`src/rtl/hit_event_fifo_if.sv`:
```
// Bus-side bundle for hit_event_fifo: frame classification in, FWFT event queue out.
// master = detector/CPU side that drives frames and pops; slave = the FIFO block.
interface hit_event_fifo_if #(
   parameter int unsigned DEPTH = 16
);
   localparam int unsigned CW = $clog2(DEPTH) + 1;

   logic          advance;
   logic [2:0]    overall_result;
   logic          rd_en;
   logic [31:0]   rd_data;
   logic          empty;
   logic [CW-1:0] count;
   logic          overflow;
   logic          clear_overflow;

   modport master (
      output advance, overall_result, rd_en, clear_overflow,
      input  rd_data, empty, count, overflow
   );

   modport slave (
      input  advance, overall_result, rd_en, clear_overflow,
      output rd_data, empty, count, overflow
   );
endinterface

```
`src/rtl/hit_event_fifo.sv`:
```
// Turns per-frame note classifications into debounced, held-off hit events
// stamped with a frame count, queued in a first-word-fall-through FIFO.
module hit_event_fifo #(
   parameter int unsigned DEPTH    = 16,
   parameter int unsigned TS_WIDTH = 24,
   parameter int unsigned MIN_ON   = 2,
   parameter int unsigned HOLDOFF  = 32
) (
   input  logic             clk,
   input  logic             reset,
   hit_event_fifo_if.slave  bus
);
   localparam int unsigned AW = $clog2(DEPTH);
   localparam int unsigned CW = AW + 1;
   localparam int unsigned RW = $clog2(MIN_ON + 1);
   localparam int unsigned HW = $clog2(HOLDOFF + 1);
   localparam int unsigned DW = TS_WIDTH + 3;
   localparam bit          ONE_SHOT = (MIN_ON == 1);

   typedef enum logic [1:0] {
      ST_IDLE = 2'd0,
      ST_CAND = 2'd1,
      ST_HOLD = 2'd2
   } state_t;

   state_t                r_state;
   logic [TS_WIDTH-1:0]   r_ts;
   logic [2:0]            r_cand_note;
   logic [TS_WIDTH-1:0]   r_cand_ts;
   logic [RW-1:0]         r_run;
   logic [HW-1:0]         r_holdoff;

   logic [DW-1:0]         r_mem [DEPTH];
   logic [AW-1:0]         r_wr_ptr;
   logic [AW-1:0]         r_rd_ptr;
   logic [CW-1:0]         r_count;
   logic                  r_empty;
   logic [31:0]           r_rd_data;
   logic                  r_overflow;

   logic                  w_note_valid;
   logic                  w_same_note;
   logic                  w_ev_push;
   logic [DW-1:0]         w_ev_data;
   logic                  w_pop;
   logic                  w_full;
   logic                  w_wr;
   logic                  w_drop;
   logic [AW-1:0]         w_rd_ptr_nxt;
   logic [CW-1:0]         w_count_nxt;
   logic [DW-1:0]         w_head_nxt;

   // Codes 5-7 are treated as silence.
   assign w_note_valid = (bus.overall_result != 3'd0) && (bus.overall_result <= 3'd4);
   assign w_same_note  = (bus.overall_result == r_cand_note);

   // Qualifying onset: raised on the advance cycle that completes the run.
   always_comb begin
      w_ev_push = 1'b0;
      w_ev_data = {r_cand_note, r_cand_ts};
      if (bus.advance && w_note_valid) begin
         case (r_state)
            ST_IDLE: begin
               if (ONE_SHOT) begin
                  w_ev_push = 1'b1;
                  w_ev_data = {bus.overall_result, r_ts};
               end
            end
            ST_CAND: begin
               if (w_same_note && (r_run == RW'(MIN_ON - 1))) begin
                  w_ev_push = 1'b1;
               end
            end
            default: w_ev_push = 1'b0;
         endcase
      end
   end

   // Onset qualifier and hold-off/re-arm state machine.
   always_ff @(posedge clk) begin
      if (reset) begin
         r_state     <= ST_IDLE;
         r_ts        <= '0;
         r_cand_note <= '0;
         r_cand_ts   <= '0;
         r_run       <= '0;
         r_holdoff   <= '0;
      end else if (bus.advance) begin
         r_ts <= r_ts + TS_WIDTH'(1);
         case (r_state)
            ST_IDLE: begin
               if (w_note_valid) begin
                  r_cand_note <= bus.overall_result;
                  r_cand_ts   <= r_ts;
                  r_run       <= RW'(1);
                  if (ONE_SHOT) begin
                     r_state   <= ST_HOLD;
                     r_holdoff <= HW'(HOLDOFF);
                  end else begin
                     r_state   <= ST_CAND;
                  end
               end
            end
            ST_CAND: begin
               if (!w_note_valid) begin
                  r_state <= ST_IDLE;
               end else if (!w_same_note) begin
                  r_cand_note <= bus.overall_result;
                  r_cand_ts   <= r_ts;
                  r_run       <= RW'(1);
               end else if (w_ev_push) begin
                  r_state   <= ST_HOLD;
                  r_holdoff <= HW'(HOLDOFF);
               end else begin
                  r_run <= r_run + RW'(1);
               end
            end
            ST_HOLD: begin
               // Re-arm looks at the pre-decrement value and needs silence.
               if (r_holdoff != '0) begin
                  r_holdoff <= r_holdoff - HW'(1);
               end else if (!w_note_valid) begin
                  r_state <= ST_IDLE;
               end
            end
            default: r_state <= ST_IDLE;
         endcase
      end
   end

   assign w_pop        = bus.rd_en && !r_empty;
   assign w_full       = (r_count == CW'(DEPTH));
   assign w_wr         = w_ev_push && (!w_full || w_pop);
   assign w_drop       = w_ev_push && w_full && !w_pop;
   assign w_rd_ptr_nxt = w_pop ? (r_rd_ptr + AW'(1)) : r_rd_ptr;
   assign w_count_nxt  = r_count + CW'(w_wr) - CW'(w_pop);

   // Next head: a write into the head slot bypasses the memory.
   always_comb begin
      w_head_nxt = '0;
      if (w_count_nxt != '0) begin
         if (w_wr && (r_wr_ptr == w_rd_ptr_nxt)) begin
            w_head_nxt = w_ev_data;
         end else begin
            w_head_nxt = r_mem[w_rd_ptr_nxt];
         end
      end
   end

   always_ff @(posedge clk) begin
      if (w_wr) begin
         r_mem[r_wr_ptr] <= w_ev_data;
      end
   end

   always_ff @(posedge clk) begin
      if (reset) begin
         r_wr_ptr   <= '0;
         r_rd_ptr   <= '0;
         r_count    <= '0;
         r_empty    <= 1'b1;
         r_rd_data  <= '0;
         r_overflow <= 1'b0;
      end else begin
         if (w_wr) begin
            r_wr_ptr <= r_wr_ptr + AW'(1);
         end
         r_rd_ptr  <= w_rd_ptr_nxt;
         r_count   <= w_count_nxt;
         r_empty   <= (w_count_nxt == '0);
         r_rd_data <= 32'(w_head_nxt);
         if (w_drop) begin
            r_overflow <= 1'b1;
         end else if (bus.clear_overflow) begin
            r_overflow <= 1'b0;
         end
      end
   end

   assign bus.rd_data  = r_rd_data;
   assign bus.empty    = r_empty;
   assign bus.count    = r_count;
   assign bus.overflow = r_overflow;

endmodule

```
`src/flat_wrapper.sv`:
```
// flat-port wrapper written by rule: the top's interface ports become plain ports
module hit_event_fifo_flat 
#(
   parameter int unsigned DEPTH    = 16,
   parameter int unsigned TS_WIDTH = 24,
   parameter int unsigned MIN_ON   = 2,
   parameter int unsigned HOLDOFF  = 32
)
  (clk, reset, bus_advance, bus_overall_result, bus_rd_en, bus_clear_overflow, bus_rd_data, bus_empty, bus_count, bus_overflow);
  hit_event_fifo_if #(.DEPTH(DEPTH)) bus_i ();
  input  logic clk;
  input  logic reset;
  input wire logic [$bits(bus_i.advance)-1:0] bus_advance;
  input wire logic [$bits(bus_i.overall_result)-1:0] bus_overall_result;
  input wire logic [$bits(bus_i.rd_en)-1:0] bus_rd_en;
  input wire logic [$bits(bus_i.clear_overflow)-1:0] bus_clear_overflow;
  output wire logic [$bits(bus_i.rd_data)-1:0] bus_rd_data;
  output wire logic [$bits(bus_i.empty)-1:0] bus_empty;
  output wire logic [$bits(bus_i.count)-1:0] bus_count;
  output wire logic [$bits(bus_i.overflow)-1:0] bus_overflow;
  assign bus_i.advance = bus_advance;
  assign bus_i.overall_result = bus_overall_result;
  assign bus_i.rd_en = bus_rd_en;
  assign bus_i.clear_overflow = bus_clear_overflow;
  assign bus_rd_data = bus_i.rd_data;
  assign bus_empty = bus_i.empty;
  assign bus_count = bus_i.count;
  assign bus_overflow = bus_i.overflow;
  hit_event_fifo #(.DEPTH(DEPTH), .TS_WIDTH(TS_WIDTH), .MIN_ON(MIN_ON), .HOLDOFF(HOLDOFF)) u_core (.clk(clk), .reset(reset), .bus(bus_i));
endmodule
```
`config.mk`:
```
export PLATFORM = sky130hd
export DESIGN_NAME = hit_event_fifo_flat
export DESIGN_NICKNAME = d
export VERILOG_FILES = /design/src/rtl/hit_event_fifo_if.sv /design/src/rtl/hit_event_fifo.sv /design/src/flat_wrapper.sv
export SDC_FILE = /design/constraint.sdc
export NUM_CORES = 1
export LEC_CHECK = 0
export BUFFER_PORTS_ARGS = -buffer_cell sky130_fd_sc_hd__buf_2
export CORE_MARGIN = 5
export CORE_UTILIZATION = 58
export CTS_BUF_LIST = sky130_fd_sc_hd__clkbuf_4 sky130_fd_sc_hd__clkbuf_8
export CTS_CLUSTER_SIZE = 25
export DETAILED_ROUTE_END_ITERATION = 6
export MAX_ROUTING_LAYER = met4
export PLACE_DENSITY = 0.78
export SLEW_MARGIN = 20
export SYNTH_ARGS = -nofsm -noshare
export SYNTH_HDL_FRONTEND = slang
export SYNTH_SLANG_ARGS = --single-unit
```
`constraint.sdc`:
```
create_clock -name clk -period 4.2 [get_ports clk]
set_clock_uncertainty 0.2 [all_clocks]
set_input_delay 0.21 -clock clk [delete_from_list [all_inputs] [get_ports clk]]
set_output_delay 0.21 -clock clk [all_outputs]
set_load 0.03 [all_outputs]
```
# After elaboration in Yosys (flattened, before gate mapping)
# Memories as Yosys holds them, arrays and structs flattened. A register that Yosys moved wholly into a read port is not among the register bits.
# Cells that the tools add are included.
# totals
reg_bits	81
mem_bits_rw	432
in_bits	8
out_inout_bits	39
word_cells	94
memories	1
# mem_list
name	words	word_bits	rd	rd_ports_with_merged_regs	wr	line	rtl
u_core.r_mem	16	27	1	1	1	hit_event_fifo.sv:33	logic [DW-1:0] r_mem [DEPTH];
# op_classes
add_sub_neg	7
n_lt_le_gt_ge	1
eq_ne	16
muxes	32
bitwise_logic	1
n_reduce_logical	24
# ops
op	count
24-bit 2-to-1 mux	3
24-bit one-hot mux with 2 select lines	1
24-bit by 1-bit adder with 24-bit output (second input constant)	1
6-bit 2-to-1 mux	4
2-bit 2-to-1 mux	9
6-bit one-hot mux with 2 select lines	1
6-bit AND reduction	2
2-bit by 1-bit != test with 1-bit output (second input constant)	5
5-bit AND reduction	2
3-bit 2-to-1 mux	3
3-bit != test (second input constant)	3
4-bit by 1-bit adder with 4-bit output (second input constant)	2
1-bit logical AND	7
1-bit 2-to-1 mux	7
2-bit != test (second input constant)	3
2-bit one-hot mux with 3 select lines	1
3-bit one-hot mux with 2 select lines	1
2-bit nonzero test	3
6-bit nonzero test	1
6-bit by 1-bit subtractor with 6-bit output (second input constant)	1
5-bit by 1-bit adder with 5-bit output	1
5-bit equality test (second input constant)	1
5-bit logical NOT	1
5-bit nonzero test	1
other kinds (14)	17

# Depth between registers and ports, before layout
# logic_depth
ltp_word	11
depth_mapped	15
ltp_nobuf	14

# Least setup slack after synthesis
# OpenSTA, ideal clock, no wires.
# synth_timing
path_type	reg-to-reg
startpoint	reg u_core.r_count[2], in the netlist u_core.bus.count[2]
endpoint	mem u_core.r_mem[3][0] (netlist bit) (enable)
setup_time_ps	445
arrival_time_ps	3396
t_required_ps	3555
setup_slack_ps	159
path_stages_with_launch	8
synth_period_minus_slack_ps	4041
cell_sequence	dfxtp_1 > inv_1 > ha_1 > nand2_1 > nor4_1 > nor3_4 > nand2_1 > nor3_1
# synth_between
elab_chain_len	6
# synth_rtl
element	line	rtl
start, declared	hit_event_fifo.sv:36	logic [CW-1:0] r_count;
start signal, assigned	hit_event_fifo.sv:169	r_count <= w_count_nxt;
5-bit equality test	hit_event_fifo.sv:132	assign w_full = (r_count == CW'(DEPTH));
1-bit logical NOT	hit_event_fifo.sv:133	assign w_wr = w_ev_push && (!w_full || w_pop);
1-bit logical OR	hit_event_fifo.sv:133	
1-bit logical AND	hit_event_fifo.sv:133	
named net u_core.w_wr	hit_event_fifo.sv:47	logic w_wr;
1-bit 2-to-1 mux	hit_event_fifo.sv:151	if (w_wr) begin
1-bit 2-to-1 mux (not written as such)	hit_event_fifo.sv:152	r_mem[r_wr_ptr] <= w_ev_data;
end, declared	hit_event_fifo.sv:33	
# The timed path passes the listed nets, and every way through them passes these cells.

# Final worst setup path
# layout_timing
startpoint	reg u_core.r_cand_note[2]
endpoint	reg u_core.r_rd_data[9], in the netlist u_core.bus.rd_data[9], read port of u_core.r_mem
# layout_between
elab_chain_len	11
# layout_rtl
element	line	rtl
start, declared	hit_event_fifo.sv:28	logic [2:0] r_cand_note;
start signal, assigned	hit_event_fifo.sv:93	r_cand_note <= bus.overall_result;
start signal, assigned	hit_event_fifo.sv:108	r_cand_note <= bus.overall_result;
3-bit equality test	hit_event_fifo.sv:55	assign w_same_note = (bus.overall_result == r_cand_note);
1-bit logical AND	hit_event_fifo.sv:70	if (w_same_note && (r_run == RW'(MIN_ON - 1))) begin
1-bit 2-to-1 mux	hit_event_fifo.sv:70	
1-bit 2-to-1 mux	hit_event_fifo.sv:62	case (r_state)
1-bit 2-to-1 mux	hit_event_fifo.sv:61	if (bus.advance && w_note_valid) begin
1-bit logical AND	hit_event_fifo.sv:133	
named net u_core.w_wr	hit_event_fifo.sv:47	
5-bit by 1-bit adder with 5-bit output	hit_event_fifo.sv:136	assign w_count_nxt = r_count + CW'(w_wr) - CW'(w_pop);
5-bit by 1-bit subtractor with 5-bit output	hit_event_fifo.sv:136	
5-bit nonzero test	hit_event_fifo.sv:141	if (w_count_nxt != '0) begin
1-bit NOT (no source line)	n/a	
2-bit OR reduction (no source line)	n/a	
end, declared	hit_event_fifo.sv:38	logic [31:0] r_rd_data;
# The timed path passes the listed nets, and every way through them passes these cells.
# A chain may end at the register's enable or synchronous reset.

==> out/metrics.yaml <==
outcome:
  outcome: "completed"
finish:
  final_area_um2: 23700
  final_common_cell: "edfxtp_1"
  area_growth_pct: 13.0
  final_util: 0.666
  most-common-layout-cells: "edfxtp_1, nand2_1, dfxtp_1"
  drive_above_1_share: 0.205
  final_cells: 2012
  num_antenna_cells: 0
  fin_nets: 1508
pwr:
  p_leak_nw: 8.76
  ir_worst_vdd_mv: 0.435
  swShare: 0.267
  power_per_cell_area_nw_per_um2: 513
  internal-power_mw: 8.92
  seq_power_share: 0.479
  p_sw_mw: 3.25
  clkPwrFrac: 0.362
  p_comb_frac: 0.158
  power_mw: 12.2
logic_synthesis:
  seq_area_frac_synth: 0.715
  async_reset_ff_frac: 0
  ys_types: 67
  yosys_warnings: 0
  ys_ff_latch: 535
  synth_ff_type: "edfxtp_1"
  synth_edf_count: 432
  syn_inst: 1381
  synth_area_um2: 21000
  postSynthAreaPerCell_um2: 15.2
grt:
  busiest_layer: "met2"
  grt_antenna_before_repair: 0
  grt_usage: 0.248
  met1_usage: 0.317
  grt_max_degree: 97
  overflow: 0
  met2_usage: 0.399
  grt_pass1_vias: 12500
  grt_pass1_wl_mm: 74.0
  gr-usage-met3: 0.0522
clocking:
  cts_made_buffers: 83
  cts_tree: "yes"
  cts_buffer_depth: 3
  post-cts-setup-buffers: 0
  insertion_delay_ns: 0.63
  clkTransAtPathRegs_ns: 0.06
  h-tree-depth: 3
  clockRootBuffer: "clkbuf_8"
  clock_sinks: 535
placed_design:
  place_ws_ns: 0.274
  place_area_um2: 21900
  dp_cells: 1849
  dpl.hpwl_mm: 26.2
  place_congestion: 0.805
  io_buffers: 41
die:
  fp.dieW_um: 200
  core_area_um2: 35700
  die_h_um: 200
  fp-row-count: 69
  dieArea_um2: 40100
  start_util: 0.590
  pin_count: 47
setup_path:
  critPathLaunchType: "register"
  arrival_ns: 4.14
  crit_family: "compound AO/OA/AOI/OAI gates"
  rr_startpoint: "u_core.r_cand_note[2]$_SDFFE_PP0P_"
  critPathBufInv: 3
  crit_type: "reg -> reg"
  rr_endpoint: "u_core.bus.rd_data[9]$_SDFF_PP0_"
  reg2reg_depth: 14
  crit_chain: "xnor2_1, nand4_1, nor3_4, buf_4, ha_1, inv_1, fa_1, nand2b_1, a21oi_1, o21ai_0, a41oi_2, buf_4, o21ai_0, a21oi_1"
  rrSetupSlack_ns: 0.41
  end_kind: "register"
  cpMaxStageDelayCell: "dfxtp_2"
  slowest_delay_ns: 0.56
  cp.required_ns: 4.55
  cp_max_fo: 28
min_path:
  min_path_cells: 3
  min_to: "u_core.r_wr_ptr[1]$_SDFFE_PP0P_"
  worst_hold_path_type: "in -> reg"
  hold_start: "reset"
drt:
  drt-vias-per-instance: 6.22
  num_vias: 12500
  wl_per_cell_um: 24.3
  routed_wl_mm: 48.8
  antenna_left: 0
  drc: 0
  drtPass1Iterations: 6
  drtIter0Drc: 1243
timing:
  whs_ns: 0.0445
  finalWorstSetupSlack_ns: 0.407
  slew_violations: 0
  hold_viol: 0
  min_period_ns: 3.79
  finalCritPeriodShare: 0.903
  rsz0062_at_grt: "false"
  slew-limit-headroom: 0.320
  setup-violations-final: 0
  fin_tns_setup_ns: 0
  max_freq_mhz: 264
  worst_pin_slew_ns: 1.02
run:
  drv_cap: 0
-- synth_stat cells (all sizes together) (2+ instances only) --
master | number | share of area
clkbuf | 35 | 0.0063
a31oi | 53 | 0.016
nand2 | 182 | 0.033
a32oi | 26 | 0.011
mux2i | 68 | 0.032
and4 | 2 | 0.00083
nor2b | 8 | 0.0024
nand3b | 2 | 0.00071
ha | 18 | 0.011
mux4 | 54 | 0.058
buf | 42 | 0.012
dfxtp | 103 | 0.098
a22o | 26 | 0.011
a21o | 2 | 0.00071
xnor2 | 13 | 0.0063
nand2b | 4 | 0.0015
nor2 | 76 | 0.014
inv | 22 | 0.0040
or3 | 9 | 0.0029
a21oi | 45 | 0.011
edfxtp | 432 | 0.62
xor2 | 22 | 0.0092
o21ai | 38 | 0.0090
a311oi | 2 | 0.00083
nor3 | 12 | 0.0036
a21boi | 2 | 0.00071
nand4 | 13 | 0.0039
or2 | 4 | 0.0012
nand3 | 40 | 0.0098
nor3b | 2 | 0.00095
a41oi | 2 | 0.00083
nor4 | 4 | 0.0012
-- worst register-to-register path: stages (launching register included) --
cell	delay, ns
dfxtp_2	0.56
xnor2_1	0.17
nand4_1	0.26
nor3_4	0.20
buf_4	0.20
ha_1	0.18
inv_1	0.05
fa_1	0.38
nand2b_1	0.16
a21oi_1	0.16
o21ai_0	0.14
a41oi_2	0.22
buf_4	0.44
o21ai_0	0.21
a21oi_1	0.19
-- power by group through the flow --
stage	Sequential (mW)	Clock [mW]	Combinational, mW
finish	5.83	4.41	1.93
floorplan	6.06	0	1.35
global route	5.84	4.74	2.09
global placement	5.94	0	1.89
detailed placement	5.95	0	1.92
CTS	5.83	4.46	1.93
-- per-layer routing --
metal  up-vias  wire (µm)  share of wire
li1       5484          -              -
met1      6235      18600           0.38
met2       670      24100           0.49
met3       121       4500          0.092
met4         0       1590          0.033
met5         -          0              0
-- repair_timing --
action | 4_1_cts | 5_1_grt
resized for setup | 0 | 3
setup endpoints to repair | 0 | 10
hold buffers | 8 | 0
hold endpoints to repair | 16 | 0
-- cell families after synthesis --
kind of cell | count (synthesis) | synth area share
other | 1 | 0.000178
and+or+nand+nor | 360 | 0.0759
buffers and inverters | 99 | 0.0226
AOI/OAI and AO/OA | 207 | 0.0660
xor gates and xnor gates | 37 | 0.0177
adders and majority gates | 19 | 0.0117
muxes | 123 | 0.0908
DFF | 535 | 0.715
-- worst max path at each step --
stage | from | endpoint | slack [ns] | cells after the start
floorplan | u_core.bus.count[2]$_SDFF_PP0_ | u_core.r_mem[3][0]$_DFFE_PP_ | 0.16 | 7
global placement | u_core.r_cand_note[2]$_SDFFE_PP0P_ | u_core.bus.rd_data[10]$_SDFF_PP0_ | 0.45 | 14
detailed placement | u_core.r_cand_note[2]$_SDFFE_PP0P_ | u_core.bus.rd_data[9]$_SDFF_PP0_ | 0.27 | 14
CTS | u_core.r_cand_note[2]$_SDFFE_PP0P_ | u_core.bus.rd_data[9]$_SDFF_PP0_ | 0.25 | 14
global route | u_core.r_state[1]$_SDFFE_PP0P_ | u_core.bus.rd_data[10]$_SDFF_PP0_ | 0.17 | 15
finish | u_core.r_cand_note[2]$_SDFFE_PP0P_ | u_core.bus.rd_data[9]$_SDFF_PP0_ | 0.41 | 14
-- registers in the layout, summed over array words and instances (netlist names) --
signal,count
u_core.bus.count,5
u_core.bus.empty,1
u_core.bus.overflow,1
u_core.bus.rd_data,27
u_core.r_cand_note,3
u_core.r_cand_ts,24
u_core.r_holdoff,6
u_core.r_mem,432
u_core.r_rd_ptr,4
u_core.r_run,2
u_core.r_state,2
u_core.r_ts,24
u_core.r_wr_ptr,4
-- layout make-up --
cell class	instances	area (µm²)
well taps	461	577
clock inverters	24	149
multi-input cells	751	5690
flip-flops and latches	535	15000
inverters	22	85.1
fillers	2345	11900
repair buffers	88	641
clock buffers	131	1570
(Power assumes the default switching activity.)
